**src/rtl/alu_arbiter_if.sv**
```systemverilog
// -----------------------------------------------------------------------------
// alu_arbiter_if
// Bundles the buses around the shared ALU arbiter:
//   req0_* / req1_*  : two requesters (valid/ready, operands, opcode)
//   alu_*            : operands/opcode to the ALU and its result/zero flag
//   rsp0_* / rsp1_*  : per-requester response handshake, shared rsp_data/rsp_zero
// Modports:
//   slave  : the arbiter side
//   master : the environment side (requesters, ALU, response consumers)
// -----------------------------------------------------------------------------
interface alu_arbiter_if #(
  parameter int DATA_W = 32,
  parameter int OP_W   = 4
);
  logic              req0_valid;
  logic              req0_ready;
  logic [DATA_W-1:0] req0_a;
  logic [DATA_W-1:0] req0_b;
  logic [OP_W-1:0]   req0_op;

  logic              req1_valid;
  logic              req1_ready;
  logic [DATA_W-1:0] req1_a;
  logic [DATA_W-1:0] req1_b;
  logic [OP_W-1:0]   req1_op;

  logic [DATA_W-1:0] alu_a;
  logic [DATA_W-1:0] alu_b;
  logic [OP_W-1:0]   alu_op;
  logic [DATA_W-1:0] alu_result;
  logic              alu_zero;

  logic              rsp0_valid;
  logic              rsp0_ready;
  logic              rsp1_valid;
  logic              rsp1_ready;
  logic [DATA_W-1:0] rsp_data;
  logic              rsp_zero;

  modport slave (
    input  req0_valid, req0_a, req0_b, req0_op,
    input  req1_valid, req1_a, req1_b, req1_op,
    input  alu_result, alu_zero,
    input  rsp0_ready, rsp1_ready,
    output req0_ready, req1_ready,
    output alu_a, alu_b, alu_op,
    output rsp0_valid, rsp1_valid, rsp_data, rsp_zero
  );

  modport master (
    output req0_valid, req0_a, req0_b, req0_op,
    output req1_valid, req1_a, req1_b, req1_op,
    output alu_result, alu_zero,
    output rsp0_ready, rsp1_ready,
    input  req0_ready, req1_ready,
    input  alu_a, alu_b, alu_op,
    input  rsp0_valid, rsp1_valid, rsp_data, rsp_zero
  );
endinterface

```
**src/rtl/alu_arbiter.sv**
```systemverilog
// -----------------------------------------------------------------------------
// alu_arbiter
// Shares one combinational ALU between two requesters (0: EX integer path,
// 1: address/branch-compare helper) through a two-stage pipeline:
//   S1 : issue register, drives alu_a/alu_b/alu_op
//   S2 : response register, captures alu_result/alu_zero
// Round-robin on contention, full backpressure, one operation per cycle.
// Ports:
//   clk  : rising-edge clock
//   rst  : synchronous, active-high reset
//   bus  : alu_arbiter_if.slave (request, ALU and response buses)
// -----------------------------------------------------------------------------
module alu_arbiter #(
  parameter int DATA_W = 32,
  parameter int OP_W   = 4
) (
  input  logic          clk,
  input  logic          rst,
  alu_arbiter_if.slave  bus
);

  // S1 (issue) state
  logic              s1_valid_q, s1_valid_d;
  logic [DATA_W-1:0] s1_a_q, s1_a_d;
  logic [DATA_W-1:0] s1_b_q, s1_b_d;
  logic [OP_W-1:0]   s1_op_q, s1_op_d;
  logic              s1_id_q, s1_id_d;

  // S2 (response) state
  logic              s2_valid_q, s2_valid_d;
  logic [DATA_W-1:0] s2_data_q, s2_data_d;
  logic              s2_zero_q, s2_zero_d;
  logic              s2_id_q, s2_id_d;

  // Round-robin pointer: id of the most recently accepted requester
  logic              last_grant_q, last_grant_d;

  logic s2_take;
  logic s1_take;
  logic grant;
  logic accept;

  // Stage advance: a stage can take new content when empty or when its
  // current content moves on this cycle.
  assign s2_take = !s2_valid_q || (s2_id_q ? bus.rsp1_ready : bus.rsp0_ready);
  assign s1_take = !s1_valid_q || s2_take;

  // Grant never looks at ready, so there is no valid<->ready loop.
  always_comb begin
    // NOTE: every always_comb output gets a default first; a path that leaves a variable unassigned infers a latch.
    grant = 1'b0;
    if (bus.req0_valid && bus.req1_valid) grant = ~last_grant_q;
    else if (bus.req1_valid)              grant = 1'b1;
  end

  assign bus.req0_ready = s1_take && (grant == 1'b0);
  assign bus.req1_ready = s1_take && (grant == 1'b1);

  assign accept = (bus.req0_valid && bus.req0_ready) ||
                  (bus.req1_valid && bus.req1_ready);

  always_comb begin
    s1_valid_d   = s1_valid_q;
    s1_a_d       = s1_a_q;
    s1_b_d       = s1_b_q;
    s1_op_d      = s1_op_q;
    s1_id_d      = s1_id_q;
    s2_valid_d   = s2_valid_q;
    s2_data_d    = s2_data_q;
    s2_zero_d    = s2_zero_q;
    s2_id_d      = s2_id_q;
    last_grant_d = last_grant_q;

    if (accept) begin
      s1_valid_d   = 1'b1;
      s1_a_d       = grant ? bus.req1_a  : bus.req0_a;
      s1_b_d       = grant ? bus.req1_b  : bus.req0_b;
      s1_op_d      = grant ? bus.req1_op : bus.req0_op;
      s1_id_d      = grant;
      last_grant_d = grant;
    end else if (s1_take) begin
      s1_valid_d   = 1'b0;
    end

    if (s2_take) begin
      s2_valid_d = s1_valid_q;
      if (s1_valid_q) begin
        s2_data_d = bus.alu_result;
        s2_zero_d = bus.alu_zero;
        s2_id_d   = s1_id_q;
      end
    end
  end

  always_ff @(posedge clk) begin
    if (rst) begin
      // NOTE: data registers are reset as well, so the ALU and response buses read 0 straight out of reset.
      s1_valid_q   <= 1'b0;
      s1_a_q       <= '0;
      s1_b_q       <= '0;
      s1_op_q      <= '0;
      s1_id_q      <= 1'b0;
      s2_valid_q   <= 1'b0;
      s2_data_q    <= '0;
      s2_zero_q    <= 1'b0;
      s2_id_q      <= 1'b0;
      last_grant_q <= 1'b1;  // requester 0 wins the first contention
    end else begin
      // NOTE: sequential state uses non-blocking assignments so every flop samples pre-edge values.
      s1_valid_q   <= s1_valid_d;
      s1_a_q       <= s1_a_d;
      s1_b_q       <= s1_b_d;
      s1_op_q      <= s1_op_d;
      s1_id_q      <= s1_id_d;
      s2_valid_q   <= s2_valid_d;
      s2_data_q    <= s2_data_d;
      s2_zero_q    <= s2_zero_d;
      s2_id_q      <= s2_id_d;
      last_grant_q <= last_grant_d;
    end
  end

  // ALU sees zeros while S1 is empty.
  assign bus.alu_a  = s1_valid_q ? s1_a_q  : '0;
  assign bus.alu_b  = s1_valid_q ? s1_b_q  : '0;
  assign bus.alu_op = s1_valid_q ? s1_op_q : '0;

  assign bus.rsp0_valid = s2_valid_q && (s2_id_q == 1'b0);
  assign bus.rsp1_valid = s2_valid_q && (s2_id_q == 1'b1);
  assign bus.rsp_data   = s2_data_q;
  assign bus.rsp_zero   = s2_zero_q;

endmodule
```
**src/flat_wrapper.sv**
```systemverilog
// flat-port wrapper written by rule: the top's interface ports become plain ports
module alu_arbiter_flat 
#(
  parameter int DATA_W = 32,
  parameter int OP_W   = 4
)
  (clk, rst, bus_req0_valid, bus_req0_a, bus_req0_b, bus_req0_op, bus_req1_valid, bus_req1_a, bus_req1_b, bus_req1_op, bus_alu_result, bus_alu_zero, bus_rsp0_ready, bus_rsp1_ready, bus_req0_ready, bus_req1_ready, bus_alu_a, bus_alu_b, bus_alu_op, bus_rsp0_valid, bus_rsp1_valid, bus_rsp_data, bus_rsp_zero);
  alu_arbiter_if #(.DATA_W(DATA_W), .OP_W(OP_W)) bus_i ();
  input  logic clk;
  input  logic rst;
  input wire logic [$bits(bus_i.req0_valid)-1:0] bus_req0_valid;
  input wire logic [$bits(bus_i.req0_a)-1:0] bus_req0_a;
  input wire logic [$bits(bus_i.req0_b)-1:0] bus_req0_b;
  input wire logic [$bits(bus_i.req0_op)-1:0] bus_req0_op;
  input wire logic [$bits(bus_i.req1_valid)-1:0] bus_req1_valid;
  input wire logic [$bits(bus_i.req1_a)-1:0] bus_req1_a;
  input wire logic [$bits(bus_i.req1_b)-1:0] bus_req1_b;
  input wire logic [$bits(bus_i.req1_op)-1:0] bus_req1_op;
  input wire logic [$bits(bus_i.alu_result)-1:0] bus_alu_result;
  input wire logic [$bits(bus_i.alu_zero)-1:0] bus_alu_zero;
  input wire logic [$bits(bus_i.rsp0_ready)-1:0] bus_rsp0_ready;
  input wire logic [$bits(bus_i.rsp1_ready)-1:0] bus_rsp1_ready;
  output wire logic [$bits(bus_i.req0_ready)-1:0] bus_req0_ready;
  output wire logic [$bits(bus_i.req1_ready)-1:0] bus_req1_ready;
  output wire logic [$bits(bus_i.alu_a)-1:0] bus_alu_a;
  output wire logic [$bits(bus_i.alu_b)-1:0] bus_alu_b;
  output wire logic [$bits(bus_i.alu_op)-1:0] bus_alu_op;
  output wire logic [$bits(bus_i.rsp0_valid)-1:0] bus_rsp0_valid;
  output wire logic [$bits(bus_i.rsp1_valid)-1:0] bus_rsp1_valid;
  output wire logic [$bits(bus_i.rsp_data)-1:0] bus_rsp_data;
  output wire logic [$bits(bus_i.rsp_zero)-1:0] bus_rsp_zero;
  assign bus_i.req0_valid = bus_req0_valid;
  assign bus_i.req0_a = bus_req0_a;
  assign bus_i.req0_b = bus_req0_b;
  assign bus_i.req0_op = bus_req0_op;
  assign bus_i.req1_valid = bus_req1_valid;
  assign bus_i.req1_a = bus_req1_a;
  assign bus_i.req1_b = bus_req1_b;
  assign bus_i.req1_op = bus_req1_op;
  assign bus_i.alu_result = bus_alu_result;
  assign bus_i.alu_zero = bus_alu_zero;
  assign bus_i.rsp0_ready = bus_rsp0_ready;
  assign bus_i.rsp1_ready = bus_rsp1_ready;
  assign bus_req0_ready = bus_i.req0_ready;
  assign bus_req1_ready = bus_i.req1_ready;
  assign bus_alu_a = bus_i.alu_a;
  assign bus_alu_b = bus_i.alu_b;
  assign bus_alu_op = bus_i.alu_op;
  assign bus_rsp0_valid = bus_i.rsp0_valid;
  assign bus_rsp1_valid = bus_i.rsp1_valid;
  assign bus_rsp_data = bus_i.rsp_data;
  assign bus_rsp_zero = bus_i.rsp_zero;
  alu_arbiter #(.DATA_W(DATA_W), .OP_W(OP_W)) u_core (.clk(clk), .rst(rst), .bus(bus_i));
endmodule
```
**config.mk**
```make
export PLATFORM = sky130hd
export DESIGN_NAME = alu_arbiter_flat
export DESIGN_NICKNAME = d
export VERILOG_FILES = /design/src/rtl/alu_arbiter_if.sv /design/src/rtl/alu_arbiter.sv /design/src/flat_wrapper.sv
export SDC_FILE = /design/constraint.sdc
export NUM_CORES = 1
export LEC_CHECK = 0
export ABC_AREA = 1
export BUFFER_PORTS_ARGS = -buffer_cell sky130_fd_sc_hd__buf_2
export CORE_MARGIN = 4
export CORE_UTILIZATION = 27
export CTS_CLUSTER_DIAMETER = 100
export DETAILED_ROUTE_END_ITERATION = 7
export PLACE_DENSITY = 0.51
export SYNTH_ARGS = -nofsm -noshare
export SYNTH_HDL_FRONTEND = slang
export SYNTH_SLANG_ARGS = --single-unit
```
**constraint.sdc**
```tcl
create_clock -name clk -period 1.2 [get_ports clk]
set_input_delay 0.24 -clock clk [delete_from_list [all_inputs] [get_ports clk]]
set_output_delay 0.24 -clock clk [all_outputs]
set_load 0.02 [all_outputs]
```
==> results of run 1 <==
## routing by layer
layer | GRT usage, % | vias to the layer above | part of all wire, %
li1 | - | 3448 | -
met1 | 20.5 | 2952 | 43
met2 | 28.1 | 194 | 49
met3 | 4.19 | 17 | 7.1
met4 | 3.37 | 2 | 0.84
met5 | 0 | - | 0.032
## cell families (layout without fill, tap and decap cells)
kind of cell    count (synthesis)  after routing  synth area share (%)
compound gates                 37             37                  3.33
buf+inv                       201            516                  14.9
flops                         106            106                  38.2
simple gates                  628            629                  43.6
## layout make-up
class                           count  area share, %
Clock buffer                        9           2.21
Clock inverter                      7          0.821
Inverter                          143           5.26
Multi-Input combinational cell    666           36.1
Sequential cell                   106           20.9
Tap cell                          270           3.31
Timing Repair Buffer              357           31.5
## state kept, by name (all words and copies together), names as in the netlist
signal / cells
u_core.bus.rsp_data: 32
u_core.s1_a_q: 32
u_core.s1_b_q: 32
u_core.s1_op_q: 4
u_core.bus.rsp_zero: 1
u_core.last_grant_q: 1
u_core.s1_id_q: 1
u_core.s1_valid_q: 1
u_core.s2_id_q: 1
u_core.s2_valid_q: 1
## cell usage in the layout (no fill, tap or decap), types with 3 or more instances in the layout
| cell | instances |
|---|---|
| buf_16 | 12 |
| clkbuf_16 | 22 |
| nor2_2 | 23 |
| nand2_4 | 53 |
| nand3_2 | 8 |
| nand3_4 | 5 |
| buf_12 | 21 |
| buf_6 | 69 |
| nor2_4 | 20 |
| buf_8 | 8 |
| a21oi_2 | 33 |
| nor2_1 | 94 |
| buf_4 | 27 |
| dfxtp_1 | 102 |
| a21oi_1 | 4 |
| nand2_8 | 3 |
| inv_1 | 88 |
| inv_2 | 55 |
| buf_2 | 207 |
| nand2_1 | 323 |
| nand2_2 | 75 |
| nand3_1 | 23 |
## power by group through the flow
stage	clock (W)	combinational [W]	sequential [W]
after floorplan	0	0.00131	0.00409
after global placement	0	0.00222	0.00404
after detailed placement	0	0.00223	0.00404
after CTS	0.00328	0.00283	0.00396
after global routing	0.00339	0.00382	0.00405
final	0.00316	0.00351	0.00401
## repair_timing
action	in CTS	in global routing
cloned	13	17
setup buffers	19	10
hold buffers	0	0
pin swaps	36	49
resized for setup	193	314
endpoints found under the setup margin	178	178
hold endpoints to repair	0	0
## final timing paths
path                           from                 endpoint  slack [ps]  cells past startpoint
max                  u_core.s2_id_q           bus_req1_ready        -340                      7
min              bus_alu_result[19]  u_core.bus.rsp_data[19]         140                      3
max reg2reg          u_core.s2_id_q   u_core.bus.rsp_data[6]        -310                     10
min reg2reg  u_core.bus.rsp_data[8]   u_core.bus.rsp_data[8]         480                      2
## critical path: cells and delay by family (launching register included)
kind	cells	cell delay [ps]
buffers and inverters	4	350
flip-flops	1	380
AND/OR/NAND/NOR	3	220
## per-stage QoR
| step | cells | TNS, ps | util, % | instance area [um2] |
|---|---|---|---|---|
| 4_1_cts | 1538 | -52290 | 43.6 | 8820 |
| 2_1_floorplan | 972 | 0 | - | 5590 |
| 3_3_place_gp | 1490 | -12540 | 36.4 | 7360 |
| 5_1_grt | 1558 | -52720 | 50.4 | 10200 |
| 6_report | 1558 | -41540 | 50.4 | 10200 |
| 3_5_place_dp | 1490 | -14190 | 36.4 | 7360 |
==> results.yml, run 1 <==
status:
  status: "finished, violations left"
  violations: "negative setup slack"
detailed_routing:
  dr.first_iter.drc_count: 189
  wl_per_cell_um: 14.1
  wirelength_um: 22000
  drt-pass1-iter-count: 6
  vias_per_cell: 4.24
  vias: 6613
  drtAntennaViolNets: 0
  drc_errors: 0
cells_and_area:
  diodes: 0
  area_growth_pct: 83.5
  seq_area_mm2: 0.00213
  num-nets-final: 1458
  fillerInstances: 2010
  multi_input_area_mm2: 0.00368
  drive_gt1_share_pct: 50.8
pwr:
  p_per_area_mw_per_mm2: 1050
  swShare_pct: 33.3
  p_clk_share_pct: 29.6
  p_total_w: 0.0107
  leakage_nw: 5.55
  p_comb_share_pct: 32.9
  vdd_drop_max_uv: 643
  p_int_w: 0.00713
  p_sw_w: 0.00355
  p_seq_share_pct: 37.6
yosys:
  syn_inst: 972
  syn_area_mm2: 0.00556
  synth.area.top_cells: "dfxtp_1 (38%), nand2_1 (30%), inv_1 (9.5%), nor2_1 (9.2%), a21oi_1 (3.3%)"
  ys_ff_latch: 106
  synth_edf_count: 0
  synthTopCellsByCount: "nand2_1 (450), inv_1 (141), nor2_1 (137)"
  synth.distinct_cells: 17
  yosysMostFrequentCell: "nand2_1"
  synth_ff_type: "dfxtp_1"
  syn_area_per_cell_um2: 5.72
  yosys_warnings: 0
  ys_seq_area_share_pct: 38.2
  synth_top_area_share_pct: 38.2
  async_flop_share_pct: 0
  yosysTopAreaCell: "dfxtp_1"
  synth.net_count: 1147
setup_path:
  path_class: "flop to output pin"
  cp.required_ps: 960
  worst_ep_arrival_time_ps: 1300
  critPathMaxFanout: 4
  path_cells: "inv_2 > nand2_4 > nand4_4 > buf_6 > nand2_4 > inv_2 > buf_6"
  critical_path.endpoint_type: "output pin"
  critPathSlowestCell: "dfxtp_4"
  critPathMaxStageDelay_ps: 380
  critPathLaunchType: "flop"
placed_design:
  place_congestion: 0.754
  place_hpwl_um: 13100
  pre_cts_ws_ps: -211
  port_buffers: 279
sta:
  finalCritPeriodShare_pct: 129
  rsz0062_at_grt: "true"
  fin_crit_ps: 1540
  slew_violations: 0
  fin_skew_ps: 6.71
  max_freq_mhz: 648
  setup_ws_ps: -344
  hold_slack_ps: 142
  setup_violations: 179
  max_slew_margin_pct: 58.4
  worst_pin_slew_ps: 625
  hold_viol: 0
die:
  die-area_mm2: 0.0230
  row_count: 52
  die_w_um: 152
  ios: 280
  die_y_um: 152
  start_util_pct: 27.5
  core_mm2: 0.0202
clock_tree:
  cts_buffers: 9
  clk_latency_ps: 350
  cts_root_buf: "clkbuf_16"
  clk_path_buf_depth: 2
  cts_tree: "done"
  cts.sinks: 106
  h-tree-depth: 3
  path_clk_slew_ps: 80
global_routing:
  grt_pass1_vias: 5838
  grt_start_max_net_pins: 56
  antenna_found_initial: 1
  grt.total_usage_pct: 16.3
  overflow: 0
  grt_pass1_wl_um: 29700
min_path:
  hp-class: "input port to flop"
run:
  maxCapViolations: 0
No activity file was read; power rests on OpenSTA's default activity.
==> run 2: changes to the inputs <==
CORE_UTILIZATION = 35   (was 27)
PLACE_DENSITY = 0.66   (was 0.51)
==> run 2 against run 1 <==
  * The flow still finishes with violations (negative setup slack)
  * Critical path depth unchanged
  * Sequential share of layout area increased by 0.66 points
  * Wire length decreased by 5.2%
  * Register-to-register slack improved by 100 ps
  * Largest cell class unchanged
  * Critical path type unchanged
  * Global-route usage increased by 4.2 points
==> results.yml, run 2 (same netlist as run 1, synthesis figures left out) <==
pwr:
  leakage_nw: 5.48
  p_total_w: 0.0107
  p_int_w: 0.00718
  p_comb_share_pct: 31.9
  swShare_pct: 33.1
  p_sw_w: 0.00355
  p_seq_share_pct: 37.5
  p_per_area_mw_per_mm2: 1080
  p_clk_share_pct: 30.7
  vdd_drop_max_uv: 800
setup_path:
  timing.rr.end: "u_core.s1_b_q[27]"
  reg2reg_slack_ps: -210
  critPathMaxFanout: 3
  regToRegStartpoint: "u_core.s2_id_q"
  critical_path.endpoint_type: "output pin"
  path_class: "flop to output pin"
  cp.required_ps: 960
  reg2reg_depth: 10
  worst_ep_arrival_time_ps: 1330
  path_cells: "inv_4 > nand2_4 > nand4_4 > buf_6 > nand2_4 > inv_2 > buf_6"
  critPathLaunchType: "flop"
  critPathSlowestCell: "dfxtp_4"
  critPathMaxStageDelay_ps: 390
min_path:
  holdPathStages: 3
  hp-start: "bus_alu_result[24]"
  hp-class: "input port to flop"
  hold_path_end: "u_core.bus.rsp_data[24]"
global_routing:
  grt_pass1_vias: 6060
  grt.total_usage_pct: 20.5
  overflow: 0
  grt_start_max_net_pins: 38
  antenna_found_initial: 1
  grt_pass1_wl_um: 30000
cells_and_area:
  num-nets-final: 1458
  seq_area_mm2: 0.00213
  fin_area_mm2: 0.00991
  multi_input_area_mm2: 0.00370
  area_growth_pct: 78.1
  diodes: 0
  layout_common_cells: "nand2_1 (325), buf_2 (212), dfxtp_1 (102)"
  final_common_cell: "nand2_1"
  fillerInstances: 1360
  drive_gt1_share_pct: 50.9
status:
  violations: "negative setup slack"
  status: "finished, violations left"
sta:
  max_slew_margin_pct: 60.2
  worst_pin_slew_ps: 597
  rsz0062_at_grt: "true"
  fin_crit_ps: 1570
  fin_skew_ps: 8.22
  slew_violations: 0
  finalSetupTns_ps: -35860
  hold_viol: 0
  finalCritPeriodShare_pct: 131
  hold_slack_ps: 151
  max_freq_mhz: 635
  setup_violations: 179
  setup_ws_ps: -375
clock_tree:
  cts.sinks: 106
  cts_tree: "done"
  cts_hold_buf: 0
  cts_buffers: 9
  clk_path_buf_depth: 2
  cts_root_buf: "clkbuf_16"
  clk_latency_ps: 350
  h-tree-depth: 3
  path_clk_slew_ps: 80
die:
  die_w_um: 134
  die_y_um: 134
  ios: 280
  row_count: 45
  die-area_mm2: 0.0180
  start_util_pct: 36.2
  core_mm2: 0.0154
detailed_routing:
  drt-pass1-iter-count: 4
  dr.first_iter.drc_count: 307
  wl_per_cell_um: 13.9
  wirelength_um: 20800
  vias_per_cell: 4.45
  drtAntennaViolNets: 0
  vias: 6676
  drc_errors: 0
placed_design:
  pre_cts_ws_ps: -171
  dpl_cell_area_mm2: 0.00732
  place_congestion: 0.759
  place_hpwl_um: 12300
  port_buffers: 279
run:
  maxCapViolations: 0
[run 2: cell type report]
type,count,share of cell area (%)
clock buffer,10,2.53
clock inverter,6,0.796
inverter,143,5.49
multi-input combinational,667,37.4
sequential,106,21.5
tap,211,2.67
timing repair buffer,356,29.6
[run 2: stage by stage]
stage	instances	utilization [%]
after global placement	1434	47.6
final	1499	64.4
after detailed placement	1434	47.6
after floorplan	972	-
after CTS	1485	56.9
after global routing	1499	64.4
[run 2: power by group through the flow]
stage,clock network (W),logic (W),registers [W]
global placement,0,0.00220,0.00403
global route,0.00350,0.00373,0.00405
CTS,0.00334,0.00284,0.00396
finish,0.00329,0.00342,0.00402
floorplan,0,0.00131,0.00409
detailed placement,0,0.00222,0.00404
[run 2: what timing repair did]
item / in CTS / in global routing
gates resized for setup: 159 / 336
cloned: 20 / 8
endpoints found under the setup margin: 174 / 178
setup buffers: 15 / 24
pin swaps: 7 / 46
[run 2: metal layers]
metal	share of wire [%]	global-route usage, %
met2	51	35.7
met5	0.096	0
met3	6.8	4.76
met1	42	25.5
met4	0.91	5.49
[run 2: worst max-delay path by stage]
stage / from / endpoint / cells past startpoint
after floorplan: u_core.s1_valid_q / bus_alu_a[11] / 5
after detailed placement: bus_req0_valid / u_core.s1_a_q[19] / 7
final: u_core.s2_id_q / bus_req1_ready / 7
after global routing: u_core.s2_id_q / bus_req1_ready / 7
after CTS: u_core.s1_valid_q / bus_alu_b[6] / 5
after global placement: bus_req0_valid / u_core.s1_a_q[24] / 7
[run 2: critical path, delay by kind of cell (launching register included)]
| family | cells | cell delay (ps) |
|---|---|---|
| buf+inv | 4 | 360 |
| flops | 1 | 390 |
| simple gates | 3 | 230 |
